### config.mk
export PLATFORM = sky130hd
export DESIGN_NAME = audio_sample_scheduler
export DESIGN_NICKNAME = d
export VERILOG_FILES = /design/src/rtl/audio_sched_pkg.sv /design/src/rtl/audio_sample_fifo.sv /design/src/rtl/audio_sample_scheduler.sv
export SDC_FILE = /design/constraint.sdc
export NUM_CORES = 1
export LEC_CHECK = 0
export ABC_AREA = 1
export CELL_PAD_IN_SITES_DETAIL_PLACEMENT = 0
export CELL_PAD_IN_SITES_GLOBAL_PLACEMENT = 1
export CORE_MARGIN = 3
export CORE_UTILIZATION = 57
export DETAILED_ROUTE_END_ITERATION = 12
export DONT_BUFFER_PORTS = 1
export HOLD_SLACK_MARGIN = 0.02
export PLACE_DENSITY = 0.88
export SLEW_MARGIN = 10
export SYNTH_ARGS = -nofsm -noshare
export SYNTH_HDL_FRONTEND = slang
export SYNTH_HIERARCHICAL = 1
export SYNTH_SLANG_ARGS = --single-unit
### constraint.sdc
create_clock -name clk_pixel -period 13.15 [get_ports clk_pixel]
set_input_delay 2.63 -clock clk_pixel [delete_from_list [all_inputs] [get_ports clk_pixel]]
set_output_delay 2.63 -clock clk_pixel [all_outputs]
set_load 0.02 [all_outputs]
### src/rtl/audio_sched_pkg.sv
// Shared types and constants for the HDMI audio sample scheduler.
package audio_sched_pkg;

    localparam logic [7:0] CHANNEL_STATUS_LENGTH = 8'd192;
    localparam int         SLOTS                 = 4;

    typedef enum logic [1:0] {
        IDLE  = 2'd0,
        LOAD  = 2'd1,
        OFFER = 2'd2
    } sched_state_t;

    typedef struct packed {
        logic [23:0] l;
        logic [23:0] r;
    } sample_pair_t;

endpackage

### src/rtl/audio_sample_fifo.sv
// Single-clock FIFO of left-justified sample pairs; a push into a full FIFO
// still succeeds when a pop happens in the same cycle.
module audio_sample_fifo
    import audio_sched_pkg::*;
#(
    parameter int DEPTH = 8,
    parameter int CW    = $clog2(DEPTH) + 1
) (
    input  logic         clk,
    input  logic         rst,
    input  logic         push,
    input  sample_pair_t push_data,
    input  logic         pop,
    output sample_pair_t pop_data,
    output logic [CW-1:0] count,
    output logic         full,
    output logic         empty
);
    localparam int AW = $clog2(DEPTH);

    sample_pair_t  mem [DEPTH];
    logic [AW-1:0] wr_ptr;
    logic [AW-1:0] rd_ptr;
    logic          do_push;
    logic          do_pop;

    assign full     = (count == CW'(DEPTH));
    assign empty    = (count == '0);
    assign do_pop   = pop && !empty;
    assign do_push  = push && (!full || do_pop);
    assign pop_data = mem[rd_ptr];

    // Storage carries no reset; only the pointers and count define contents.
    always_ff @(posedge clk) begin
        if (do_push) mem[wr_ptr] <= push_data;
    end

    always_ff @(posedge clk or posedge rst) begin
        if (rst) begin
            wr_ptr <= '0;
            rd_ptr <= '0;
            count  <= '0;
        end else begin
            if (do_push) wr_ptr <= wr_ptr + AW'(1);
            if (do_pop)  rd_ptr <= rd_ptr + AW'(1);
            case ({do_push, do_pop})
                2'b10:   count <= count + CW'(1);
                2'b01:   count <= count - CW'(1);
                default: count <= count;
            endcase
        end
    end

endmodule

### src/rtl/audio_sample_scheduler.sv
// Groups buffered stereo sample pairs into HDMI audio sample packets (up to 4)
// and tracks the channel-status frame index. AUDIO_SCHED_FULL_PACK_EN: full packets only.
module audio_sample_scheduler
    import audio_sched_pkg::*;
#(
    parameter int AUDIO_BIT_WIDTH = 16,
    parameter int FIFO_DEPTH      = 8
) (
    input  logic                       clk_pixel,
    input  logic                       reset,
    input  logic                       sample_valid,
    input  logic [AUDIO_BIT_WIDTH-1:0] sample_left,
    input  logic [AUDIO_BIT_WIDTH-1:0] sample_right,
    output logic                       packet_valid,
    input  logic                       packet_accept,
    output logic [7:0]                 frame_counter,
    output logic [3:0][1:0][23:0]      audio_sample_word,
    output logic [3:0]                 audio_sample_word_present,
    output logic                       overflow
);
    localparam int CW = $clog2(FIFO_DEPTH) + 1;
`ifdef AUDIO_SCHED_FULL_PACK_EN
    localparam int START_THRESH = SLOTS;
`else
    localparam int START_THRESH = 1;
`endif

    sched_state_t  state;
    logic [2:0]    n;
    sample_pair_t  push_data;
    sample_pair_t  head;
    logic [CW-1:0] fifo_count;
    logic          fifo_full;
    logic          fifo_empty;
    logic          fifo_pop;
    logic          drop;
    logic          last_pop;
    logic [8:0]    fc_sum;

    assign push_data.l = 24'(sample_left)  << (24 - AUDIO_BIT_WIDTH);
    assign push_data.r = 24'(sample_right) << (24 - AUDIO_BIT_WIDTH);

    assign fifo_pop = (state == LOAD) && !fifo_empty;
    assign drop     = sample_valid && fifo_full && !fifo_pop;
    // Close the packet on the pop that drains the FIFO so a lone sample
    // reaches OFFER without an extra empty-check cycle.
    assign last_pop = (fifo_count == CW'(1)) && !sample_valid;
    assign fc_sum   = {1'b0, frame_counter} + {6'd0, n};

    audio_sample_fifo #(
        .DEPTH (FIFO_DEPTH),
        .CW    (CW)
    ) u_fifo (
        .clk       (clk_pixel),
        .rst       (reset),
        .push      (sample_valid),
        .push_data (push_data),
        .pop       (fifo_pop),
        .pop_data  (head),
        .count     (fifo_count),
        .full      (fifo_full),
        .empty     (fifo_empty)
    );

    always_ff @(posedge clk_pixel or posedge reset) begin
        if (reset) begin
            state                     <= IDLE;
            n                         <= '0;
            packet_valid              <= 1'b0;
            frame_counter             <= '0;
            audio_sample_word         <= '0;
            audio_sample_word_present <= '0;
            overflow                  <= 1'b0;
        end else begin
            if (drop) overflow <= 1'b1;
            case (state)
                IDLE: begin
                    if (fifo_count >= CW'(START_THRESH)) begin
                        state                     <= LOAD;
                        audio_sample_word         <= '0;
                        audio_sample_word_present <= '0;
                        n                         <= '0;
                    end
                end
                LOAD: begin
                    if (!fifo_empty) begin
                        audio_sample_word[n[1:0]][0]      <= head.l;
                        audio_sample_word[n[1:0]][1]      <= head.r;
                        audio_sample_word_present[n[1:0]] <= 1'b1;
                        n <= n + 3'd1;
                        if (n == 3'd3 || last_pop) begin
                            state        <= OFFER;
                            packet_valid <= 1'b1;
                        end
                    end else if (n != 3'd0) begin
                        state        <= OFFER;
                        packet_valid <= 1'b1;
                    end
                end
                OFFER: begin
                    if (packet_accept) begin
                        frame_counter <= (fc_sum >= {1'b0, CHANNEL_STATUS_LENGTH})
                                         ? 8'(fc_sum - {1'b0, CHANNEL_STATUS_LENGTH})
                                         : fc_sum[7:0];
                        packet_valid  <= 1'b0;
                        state         <= IDLE;
                    end
                end
                default: state <= IDLE;
            endcase
        end
    end

endmodule

==> metrics <==
CTS sink count 605; DRC violations left 0; Post-synth EDFFs 384; router iterations before antenna repair 5; Avg Vias per Cell 5.75; CTS Buf Count 58; antenna-violating nets left 0; PortBufs 0; die width 212 um; IO Pins 242; vias in the first global route 14608; FILL cells 3161; GRT Util Overall 23.3%; Hold Buf Count CTS 0; worst-margin pin slew 1120 ps; P&R area growth vs syn 9.39%; crit path max fanout 51; share of post-route cells with drive strength above 1 6.16%; DIE AREA 45100 um2; Crit Path Class reg2reg; xor and xnor area share after synthesis 0.180%; Final Setup Violations 0; Placed Cells 2558; DR vias 15277; H-tree depth 2; required time worst endpoint 13390 ps; HP Class reg2reg; grt total ovfl 0; Synthesis Warnings 6; leakage power 10.4 nW; fin. max-slew vios 0; startpoint types register; diode count 0; Critical Path AT 4430 ps; syn_area_per_cell 12.1 um2; RSZ-0062 raised after global routing no; initial core utilization 58.5%; flop2flop setup slack 8950 ps; setup bufs post-CTS 0; Syn Inst Count 2013; Commonest cells post-synth edfxtp_1, o21ai_0, nand2_1, dfrtp_1, nand3_1; critical path capture point type register; Max-slew headroom 25.1%; Die Y 212 um; first-pass GRT wire length 82400 um; Avg WL per Cell 20.0 um; library cells used by synthesis 38; Synth Area in Simple Gates 12.2%; clock-pin slew of the registers on the worst-case setup and hold paths 60 ps; Design Power 0.00664 W; synth top area cells edfxtp_1, dfrtp_1, o21ai_0, nand3_1, nand2_1; Yosys top cell area share 47.5%; clock root buffer clkbuf_16; largest family of logic cells by synthesized area simple AND/OR/NAND/NOR gates; fin cells 2657; maximum buffer depth of the clock tree 3; Setup Skew 14.8 ps; complex-gate fraction of the synthesized area 9.74%; max_cap viols 0; core area 41500 um2; dpl hpwl 32200 um; clock latency on the worst-skew pair 590 ps; nets 2140; initial antenna violation count 0; Initial DRC Count 1683; final worst path period share 31.9%; top cell type by total area after synthesis edfxtp_1; ys flop type edfxtp_1; min cycle time layout 4200 ps; Final Hold Viols 0; Placer Congestion 0.829; largest net degree at the start of global routing 137; Pwr per Cell Area 250 nW/um2; synthesized area 24300 um2; top-count cell post-synth edfxtp_1; Highest Clock Rate 238 MHz; Setup TNS 0 ps; post-CTS sizing 0; Peak VDD IR 0.177 mV; routed wire length 53200 um; Site Rows 74; #FFs+latches synth 605; Adder-Cell Fraction of Synth Area 0.990%; status completed; CTS tree yes; Async S/R FF share, synth 36.5%; sequential cell area fraction in the yosys report 70.3%; post-synthesis mux area share 2.03%
[area by class of cell]
| cell class | count | area [um2] | area share, % |
|---|---|---|---|
| Sequential cell | 605 | 17100 | 64.3 |
| Multi-Input combinational cell | 1353 | 6640 | 25.0 |
| Clock buffer | 78 | 1650 | 6.20 |
| Tap cell | 532 | 666 | 2.51 |
| Inverter | 48 | 193 | 0.726 |
| Clock inverter | 21 | 189 | 0.712 |
| Timing Repair Buffer | 20 | 150 | 0.565 |
[worst paths after layout]
check | from | cells past startpoint | to
min in group asynchronous | reset | 1 | u_fifo/count[2]$_DFFE_PP0P_
worst max-delay path | state[1]$_DFFE_PP0P_ | 9 | u_fifo/mem[6][20]$_DFFE_PP_
worst max register to register | state[1]$_DFFE_PP0P_ | 9 | u_fifo/mem[6][20]$_DFFE_PP_
worst min register to register | state[1]$_DFFE_PP0P_ | 2 | state[1]$_DFFE_PP0P_
worst min-delay path | state[1]$_DFFE_PP0P_ | 2 | state[1]$_DFFE_PP0P_
max in group asynchronous | reset | 2 | audio_sample_word[138]$_DFFE_PP0P_
[cell families (layout without fill, tap and decap cells)]
logic type | Yosys count | count (layout)
muxes | 49 | 49
adders and majority gates | 18 | 18
DFF | 605 | 605
buffers and inverters | 182 | 167
other | 1 | 128
and+or+nand+nor | 696 | 696
AOI/OAI and AO/OA | 457 | 457
xor gates and xnor gates | 5 | 5
[registers in the layout, summed over array words and instances, names as in the netlist, 2 cells and up]
register / count
n: 3
audio_sample_word_present: 4
u_fifo/rd_ptr: 3
state: 2
u_fifo/wr_ptr: 3
u_fifo/count: 4
frame_counter: 8
audio_sample_word: 192
u_fifo/mem: 384
[stage by stage]
step                      utilization, %  worst slack, ps  hold WS [ps]  instance area [um2]
after floorplan                        -             4750           478                24800
after global placement              59.6             8730           518                24700
after detailed placement            59.6             8690           553                24700
after CTS                           64.0             8880           567                26600
after global routing                64.0             8550           604                26600
final                               64.0             8950           554                26600
[layer usage]
metal  GRT usage [%]  vias to the layer above  routed length, um
li1                -                     7162                  -
met1            33.3                     7441              22700
met2            35.9                      593              24100
met3            5.96                       81               5230
met4            6.95                        0               1200
met5               0                        -                  0
[critical path, cell delays in order (launching register included)]
cell and delay, ps:
dfrtp_1 400, inv_1 80, ha_2 800, inv_1 310, nor2_1 410, nand2_1 230, nand2_1 160, nand3b_1 310
nor2_4 600, buf_4 500
[power breakdown]
| group | switching (W) | leakage (nW) | internal, W |
|---|---|---|---|
| Sequential | 0.000624 | 6.49 | 0.00246 |
| Combinational | 0.00144 | 3.04 | 0.000526 |
| Clock | 0.000666 | 0.901 | 0.000929 |
[layout by cell type (no fill, tap or decap), types with 4 or more instances in the layout]
master | netlist | final
clkinv_2 | 0 | 8
clkbuf_8 | 0 | 7
conb_1 | 1 | 128
dfrtp_1 | 221 | 218
edfxtp_1 | 384 | 384
clkbuf_16 | 0 | 60
inv_1 | 46 | 44
clkbuf_1 | 50 | 9
ha_1 | 16 | 15
nor2_4 | 0 | 4
mux2i_1 | 48 | 48
o21ai_1 | 112 | 112
o21ai_0 | 280 | 280
o22ai_1 | 50 | 50
nand2_4 | 5 | 4
a21oi_1 | 10 | 10
nor2_1 | 210 | 206
xor2_1 | 4 | 4
nand2_1 | 253 | 253
nand3_1 | 217 | 217
clkinv_1 | 0 | 6
buf_4 | 4 | 20
Power figures use the tool's default switching activity.
